$ cat src/rtl/seg7_pkg.sv
// seg7_pkg: scan slot states and active-high segment patterns (bit0=a .. bit6=g)
package seg7_pkg;
  typedef enum logic [1:0] {S_UNI, S_DEC, S_CEN} slot_t;
  localparam logic [6:0] SEG_0   = 7'b0111111;
  localparam logic [6:0] SEG_1   = 7'b0000110;
  localparam logic [6:0] SEG_2   = 7'b1011011;
  localparam logic [6:0] SEG_3   = 7'b1001111;
  localparam logic [6:0] SEG_4   = 7'b1100110;
  localparam logic [6:0] SEG_5   = 7'b1101101;
  localparam logic [6:0] SEG_6   = 7'b1111100;
  localparam logic [6:0] SEG_7   = 7'b0000111;
  localparam logic [6:0] SEG_8   = 7'b1111111;
  localparam logic [6:0] SEG_9   = 7'b1100111;
  localparam logic [6:0] SEG_OFF = 7'b0000000;
endpackage

$ cat src/rtl/seg7_dec.sv
// seg7_dec: BCD to seven-segment decode; codes 10..15 render dark
module seg7_dec
  import seg7_pkg::*;
(
  input  logic [3:0] bcd,
  output logic [6:0] seg
);
  always_comb begin
    seg = SEG_OFF;
    case (bcd)
      4'd0: seg = SEG_0;
      4'd1: seg = SEG_1;
      4'd2: seg = SEG_2;
      4'd3: seg = SEG_3;
      4'd4: seg = SEG_4;
      4'd5: seg = SEG_5;
      4'd6: seg = SEG_6;
      4'd7: seg = SEG_7;
      4'd8: seg = SEG_8;
      4'd9: seg = SEG_9;
      default: seg = SEG_OFF;
    endcase
  end
endmodule

$ cat src/rtl/seg7_scan.sv
// seg7_scan: 3-digit multiplexed 7-seg driver with frame-synchronous updates.
// Optional macro LEADING_ZERO_BLANK_EN darkens leading-zero hundreds/tens digits.
module seg7_scan
  import seg7_pkg::*;
#(
  parameter int DIV   = 1000,
  parameter int BLANK = 50
) (
  input  logic       clk,
  input  logic       rst_n,
  input  logic [3:0] cen,
  input  logic [3:0] dec,
  input  logic [3:0] uni,
  input  logic       upd,
  output logic       ack,
  output logic [2:0] an,
  output logic [6:0] seg,
  output logic       frame
);
  localparam int CW = $clog2(DIV);
  localparam logic [CW-1:0] LAST = CW'(DIV - 1);
  logic [CW-1:0] cnt, cnt_n;
  slot_t slot, slot_n;
  logic run, pend, bnd, lit_c, lit_d;
  logic [11:0] sh, sh_n, pv;
  logic [3:0] dig;
  logic [2:0] an_n;
  logic [6:0] seg_d;
  // outputs are registered from next-state values so an/seg line up with cnt;
  // run holds cnt at 0 for the first clock after reset so frame pulses there
  always_comb begin
    bnd = slot == S_CEN && cnt == LAST;
    cnt_n = (!run || cnt == LAST) ? '0 : cnt + 1'b1;
    slot_n = (!run || cnt != LAST) ? slot : slot == S_UNI ? S_DEC : slot == S_DEC ? S_CEN : S_UNI;
    sh_n = !bnd ? sh : upd ? {cen, dec, uni} : pend ? pv : sh;
`ifdef LEADING_ZERO_BLANK_EN
    lit_c = sh_n[11:8] != 4'd0;
    lit_d = lit_c || sh_n[7:4] != 4'd0;
`else
    lit_c = 1'b1;
    lit_d = 1'b1;
`endif
    an_n = int'(cnt_n) < BLANK ? 3'b000 :
           slot_n == S_UNI ? 3'b001 :
           slot_n == S_DEC ? {1'b0, lit_d, 1'b0} : {lit_c, 2'b00};
    dig = slot_n == S_UNI ? sh_n[3:0] : slot_n == S_DEC ? sh_n[7:4] : sh_n[11:8];
  end
  assign ack = bnd && (upd || pend);
  seg7_dec u_dec (.bcd(dig), .seg(seg_d));
  always_ff @(posedge clk or negedge rst_n) begin
    if (!rst_n) begin
      run   <= 1'b0;
      cnt   <= '0;
      slot  <= S_UNI;
      sh    <= '0;
      pv    <= '0;
      pend  <= 1'b0;
      an    <= 3'b000;
      seg   <= SEG_OFF;
      frame <= 1'b0;
    end else begin
      run   <= 1'b1;
      cnt   <= cnt_n;
      slot  <= slot_n;
      sh    <= sh_n;
      pv    <= (upd && !bnd) ? {cen, dec, uni} : pv;
      pend  <= bnd ? 1'b0 : upd ? 1'b1 : pend;
      an    <= an_n;
      seg   <= an_n == 3'b000 ? SEG_OFF : seg_d;
      frame <= slot_n == S_UNI && cnt_n == '0;
    end
  end
endmodule

$ cat config.mk
export PLATFORM = sky130hd
export DESIGN_NAME = seg7_scan
export DESIGN_NICKNAME = d
export VERILOG_FILES = /design/src/rtl/seg7_pkg.sv /design/src/rtl/seg7_dec.sv /design/src/rtl/seg7_scan.sv
export SDC_FILE = /design/constraint.sdc
export NUM_CORES = 1
export LEC_CHECK = 0
export CORE_MARGIN = 4
export CORE_UTILIZATION = 40
export DETAILED_ROUTE_END_ITERATION = 7
export GPL_TIMING_DRIVEN = 0
export SLEW_MARGIN = 20
export SYNTH_ARGS = -nofsm -noshare
export SYNTH_HDL_FRONTEND = slang
export SYNTH_SLANG_ARGS = --single-unit
$ cat constraint.sdc
create_clock -name clk -period 3.8 [get_ports clk]
set_input_delay 0.38 -clock clk [delete_from_list [all_inputs] [get_ports clk]]
set_output_delay 0.38 -clock clk [all_outputs]
set_load 0.01 [all_outputs]
==> metrics.md, run 1 <==
| Metric | Value |
|---|---|
| Clk sinks | 49 |
| Slew margin rel. | approximately 53% |
| Vias in the first global route | between 1,500 and 2,000 |
| Placed insts | approximately 330 |
| Setup TNS | 0 ns |
| Critical Path Start Type | flip-flop |
| Crit path kind | reg -> reg |
| Clock Skew | roughly 0.0096 ns |
| GRT Util Overall | 15.7% |
| Synth Flop Type | dfrtp_1 |
| Area leader, netlist | dfrtp_1 |
| Drt drc | 0 |
| Total power | roughly 0.00099 W |
| Core Footprint | around 6000 um^2 |
| Pins Over Slew Limit | 0 |
| # diodes | 0 |
| Post-DR vias/cell | 5.47 |
| Worst-path fanout max | 10 |
| Final hold vios | 0 |
| First-pass GRT wire length | between 9000 and 10,000 um |
| Max-Cap Viols | 0 |
| Total gr overflow | 0 |
| Post-CTS Hold Buffers | 0 |
| Dpl ws | -0.0691 ns |
| Most common cell after layout, fill and taps aside | dfrtp_1 |
| Setup Viol. Count Final | 0 |
| Leakage | between 1 and 1.5 nW |
| Row cnt | 28 |
| FF-to-FF End | seg[3] |
| H-tree Lvls | 2 |
| Largest net degree at the start of global routing | 50 |
| Layout cells sized above 1 | 12.7% |
| Clock Root Buffer | clkbuf_8 |
| Fmax | 0.281 GHz |
| Final min period | ~3.6 ns |
| Reg2Reg Setup Slack | approximately 0.25 ns |
| Ys async rst share | 100% |
| Initial antenna violation count | 0 |
| Mean Syn Cell Area | approximately 11 um^2 |
| Synth cell types | 53 |
| Final core utilization | around half |
| Worst EP required | 4.01 ns |
| Die W | roughly 87 um |
| ANT nets after route | 0 |
| Maximum VDD drop | between 0.2 and 0.3 mV |
| RSZ-0062 raised after global routing | no |
| Worst r2r src | cnt[0] |
| Die area | between 7000 and 8000 um^2 |
| Port bufs | 26 |
| Yosys warning total | 0 |
| Yosys top cell area share | between 40% and 50% |
| Initial Util | between 40% and 50% |
| GP Congestion | roughly 0.8 |
| Routed WL | ~5500 um |
| Non-Filler Instances | 342 |
| Register bit total from synthesis | 49 |
| Status | complete, no violations |
| Clock latency on the worst-skew pair | approximately 0.3 ns |
| Syn nets | 253 |
| HP Class | in -> async |
| Num CTS Buffers | 5 |
| Setup slack after layout | approximately 0.25 ns |
| Maximum clock path buffer count | 2 |
| Routed via count | 1,870 |
| Crit path DAT | ~3.8 ns |
| TritonRoute pass-1 iters | 4 |
| Worst-Margin Slew | ~0.69 ns |
| Post CTS Setup Buffer Count | 0 |
| Most frequent cells in the layout | 49 x dfrtp_1, 25 x clkdlybuf4s50_1, 21 x nor2_1, 18 x nand2_1, 13 x inv_1 |
| Reg clk slew, reported paths | ~0.090 ns |
| Final #Nets | 286 |
| Initial drt markers | about 110 |
| Synth top area cells | dfrtp_1 50%, mux2_2 5.0%, nor2_1 3.2% |
| Wire per inst | roughly 16 um |
| Num ports | 27 |
| Worst r2r path cells | 13 |
| EDFF count, synth | 0 |
| Mapped Cells | ~230 |
| CP Capture Type | flip-flop |
| Pwr per Cell Area | ~340 nW/um^2 |
| Die Height | between 80 and 90 um |
| Post-synthesis cell area | 2470 um^2 |
| Tcrit/Tclk final | 93.5% |
| TritonCTS clock tree | yes |
| Sequential area share after synthesis | about half |
| Synth-to-Final Area Change | 19.6% |
| Hpwl dp | around 3900 um |
==> power by group <==
part / internal, W / leakage [nW] / switching [W]
Combinational: 0.0000348 / 0.630 / 0.0000348
Clock: 0.000198 / 0.0554 / 0.000176
Sequential: 0.000539 / 0.644 / 0.0000117
==> worst max-delay path, cell delays in order, from the launching register on <==
cell       delay (ns)
dfrtp_1          0.42
ha_1             0.26
nand4bb_1        0.11
buf_2            0.19
or4_4            0.52
buf_6            0.16
o32ai_1          0.41
o21ai_0          0.16
a31oi_1          0.51
inv_1            0.14
ha_1             0.22
inv_1            0.07
nand3_1          0.07
a31oi_1          0.23
==> layer usage <==
metal  track usage, %  wire (um)  vias up
met5                0          0        -
met4             4.25         68        0
met3             2.85        153        6
met2             23.7       2550       26
met1             23.1       2750      908
li1                 -          -      930
==> layout make-up <==
cell class,count,area (um^2)
tap,75,93.8
inverter,13,48.8
fill,580,3000
clock inverter,2,38.8
buffer,5,28.8
timing repair buffer,26,258
multi-input combinational,166,1190
sequential,49,1230
clock buffer,6,72.6
==> worst max-delay path by stage <==
| stage | slack, ns | endpoint | startpoint | depth (start not counted) |
|---|---|---|---|---|
| 2_1_floorplan | 0.76 | seg[3] | cnt[0] | 12 |
| 4_1_cts | 0.16 | seg[3] | cnt[0] | 13 |
| 3_3_place_gp | -0.004 | seg[3] | cnt[0] | 12 |
| 3_5_place_dp | -0.07 | seg[3] | cnt[0] | 13 |
| 6_report | 0.25 | seg[3] | cnt[0] | 13 |
| 5_1_grt | 0.005 | seg[3] | cnt[0] | 13 |
==> cell usage after synthesis (all sizes together), types with 4 or more instances <==
cell type,instances
dfrtp,49
nor2,21
nand2,19
inv,13
mux2,11
o22ai,9
nand3,8
a32oi,7
mux2i,7
o21ai,7
a31oi,6
a21oi,5
a22oi,5
and2,5
ha,5
nand2b,4
nor4,4
xor2,4
==> metrics by stage <==
stage | area [um^2] | hold slack, ns
after global routing | 2960 | 0.132
after detailed placement | 2830 | 0.445
after global placement | 2830 | 0.467
after floorplan | 2470 | 0.0844
after CTS | 2950 | 0.110
final | 2960 | 0.0903
==> state kept, by name, indices dropped and copies added, names as in the netlist <==
signal,count
pv,12
run,1
sh,12
an,3
cnt,10
slot,2
frame,1
pend,1
seg,7
==> what timing repair did <==
item                       4_1_cts  5_1_grt
setup endpoints to repair        3        4
gates cloned                     0        0
gates resized for setup          1        2
==> cells by family (layout without fill, tap and decap cells) <==
kind of cell               Yosys count  count (layout)  synth area share [%]
and+or+nand+nor                     80              80                  17.5
AOI/OAI and AO/OA                   56              56                  17.2
DFF                                 49              49                  49.5
muxes                               18              18                  7.84
buffers and inverters               18              52                  3.08
xor gates and xnor gates             6               6                  2.12
adders and majority gates            5               5                  2.53
other                                1               1                 0.152
(Power assumes the default switching activity.)
==> run 2: changes to the inputs <==
Settings changed: GPL_TIMING_DRIVEN 0 to not set, MAX_ROUTING_LAYER set to met4.
==> metrics.md, run 2 (synthesis gave the netlist of run 1 again) <==
| Metric | Value |
|---|---|
| Clk network pwr share | 36.6% (-1.0 points) |
| M1 WL | 2620 um (-4.8%) |
| Share of total power in combinational logic | 7.1% (about the same) |
| Clock Skew | 0.00418 ns (-0.00542 ns) |
| Routed WL | 5410 um (-2.1%) |
| Reg clk slew, reported paths | 0.09 ns (about the same) |
| Die area | 7510 um^2 (unchanged) |
| Drt drc | 0 (unchanged) |
| Post-DR vias/cell | 5.55 (+1.6%) |
| Maximum VDD drop | 0.160 mV (-37%) |
| First-pass GRT wire length | 9050 um (-2.6%) |
| Fmax | 0.302 GHz (+7.3%) |
| Leakage | 1.33 nW (-0.22%) |
| Clock latency on the worst-skew pair | 0.30 ns (about the same) |
| Num ports | 27 (unchanged) |
| Synth-to-Final Area Change | 19.3% |
| Worst EP required | 4.02 ns (about the same) |
| Setup TNS | 0 ns (unchanged) |
| TritonCTS clock tree | yes |
| Total gr overflow | 0 (unchanged) |
| Routed via count | 1,905 (+1.9%) |
| Setup Viol. Count Final | 0 (unchanged) |
| GRT Util Overall | 15.8% (+0.11 points) |
| Die Height | 86.7 um (unchanged) |
| Largest net degree at the start of global routing | 50 (unchanged) |
| RSZ-0062 raised after global routing | no |
| Clk sinks | 49 (unchanged) |
| Worst-path fanout max | 10 (unchanged) |
| Worst-Margin Slew | 0.714 ns (+0.0241 ns) |
| Die W | 86.7 um (unchanged) |
| Final hold vios | 0 (unchanged) |
| Cell-internal power | 0.000766 W (-0.75%) |
| ANT nets after route | 0 (unchanged) |
| Clock Root Buffer | clkbuf_8 |
| Maximum clock path buffer count | 2 (unchanged) |
| Sequential power share | 56.3% (+0.9 points) |
| Post-CTS sizing | 0 (-1) |
| Vias in the first global route | 1,851 (+0.27%) |
| Final #Nets | 288 (+0.70%) |
| Met3 WL | 198 um (+29%) |
| Pins Over Slew Limit | 0 (unchanged) |
| H-tree Lvls | 2 (unchanged) |
| TritonRoute pass-1 iters | 4 (unchanged) |
| CP Capture Type | flip-flop |
| Crit path DAT | 3.53 ns (-0.24 ns) |
| GP Congestion | 0.810 (+0.83%) |
| Post CTS Setup Buffer Count | 0 (unchanged) |
| Initial antenna violation count | 0 (unchanged) |
| Switching fraction of total power | 21.7% (-0.66 points) |
| Max-Cap Viols | 0 (unchanged) |
| Tcrit/Tclk final | 87.1% (-6.4 points) |
| Psw | 0.000212 W (-4.5%) |
| Initial drt markers | 48 (-57%) |
| Hpwl dp | 3960 um (+0.75%) |
| Core Footprint | 5960 um^2 (unchanged) |
| HP Class | in -> async |
| Slew margin rel. | 52.4% (-0.42 points) |
| Wire per inst | 15.8 um (-2.4%) |
| Initial Util | 41.6% (unchanged) |
| Final min period | 3.31 ns (-0.243 ns) |
| Port bufs | 26 (unchanged) |
| Layout cells sized above 1 | 13.4% (+0.70 points) |
| Post-CTS Hold Buffers | 0 (unchanged) |
| Top Registers | pv x12, sh x12, cnt x10 |
| Crit path kind | reg -> reg |
| Most frequent cells in the layout | 49 x dfrtp_1, 25 x clkdlybuf4s50_1, 21 x nor2_1, 18 x nand2_1, 13 x inv_1 |
| Most common cell after layout, fill and taps aside | dfrtp_1 |
| DR top layer | met4 |
| Status | complete, no violations |
| Pwr per Cell Area | 331 nW/um^2 (-1.3%) |
| Critical Path Start Type | flip-flop |
| Row cnt | 28 (unchanged) |
| # diodes | 0 (unchanged) |
| Fin Hold WS | 0.177 ns (+0.0868 ns) |
| Num CTS Buffers | 5 (unchanged) |
| WL met2 | 2530 um (-0.98%) |
## run 2: cell types whose count changed in the layout (fill, tap and decap cells not counted), sizes merged
cell	delta
buf	+4
clkbuf	-3
## run 2: final timing paths
check	startpoint	end	slack (ns)	cells after the start
max	cnt[0]	seg[3]	0.49	12
min	rst_n	pv[1]	0.18	2
max reg2reg	cnt[0]	seg[3]	0.49	12
min reg2reg	pv[8]	pv[8]	0.51	2
max in group asynchronous	rst_n	slot[1]	3.22	2
min in group clk	pv[8]	pv[8]	0.51	2
## run 2: routing by layer
| metal | vias to the layer above | global-route usage (%) |
|---|---|---|
| met5 | - | - |
| met4 | 0 | 4.25 |
| met1 | 938 | 21.4 |
| met2 | 31 | 23.8 |
| li1 | 931 | - |
| met3 | 5 | 3.80 |
## run 2: power groups by stage
stage	clock, W	combinational, W	sequential [W]
floorplan	0	0.0000323	0.000559
global placement	0	0.0000709	0.000561
detailed placement	0	0.0000707	0.000561
CTS	0.000369	0.0000711	0.000551
global route	0.000388	0.0000783	0.000553
finish	0.000358	0.0000690	0.000551
## run 2: per-stage QoR
| step | utilization [%] | cells | setup slack (ns) | total power (W) | cell area [um^2] |
|---|---|---|---|---|---|
| final | 49.6 | 343 | 0.490 | 0.000978 | 2950 |
| after global routing | 49.6 | 343 | 0.193 | 0.00102 | 2950 |
| after CTS | 49.6 | 343 | 0.511 | 0.000991 | 2950 |
| after detailed placement | 47.8 | 336 | 0.571 | 0.000632 | 2850 |
| after global placement | 47.8 | 336 | 0.612 | 0.000632 | 2850 |
| after floorplan | - | 233 | 0.761 | 0.000591 | 2470 |
## run 2: critical path, stage by stage (launching register included)
cell	delay, ns
dfrtp_1	0.42
ha_1	0.25
nand4bb_1	0.11
buf_4	0.17
or4_4	0.60
o32ai_1	0.37
o21ai_0	0.14
a31oi_1	0.47
inv_1	0.14
ha_1	0.22
inv_1	0.06
nand3_1	0.06
a31oi_1	0.20
## run 2: final cells by class
class | count | area, um^2
clock inverters | 2 | 35.0
inverters | 13 | 48.8
repair buffers | 33 | 308
multi-input cells | 166 | 1170
well taps | 75 | 93.8
fillers | 543 | 3000
flip-flops and latches | 49 | 1230
clock buffers | 5 | 68.8
==> run 3: changes to the inputs <==
Settings changed: TNS_END_PERCENT set to 10.
==> results of run 3 <==
No change in the layout: final DEF, timing and power equal those of run 2.
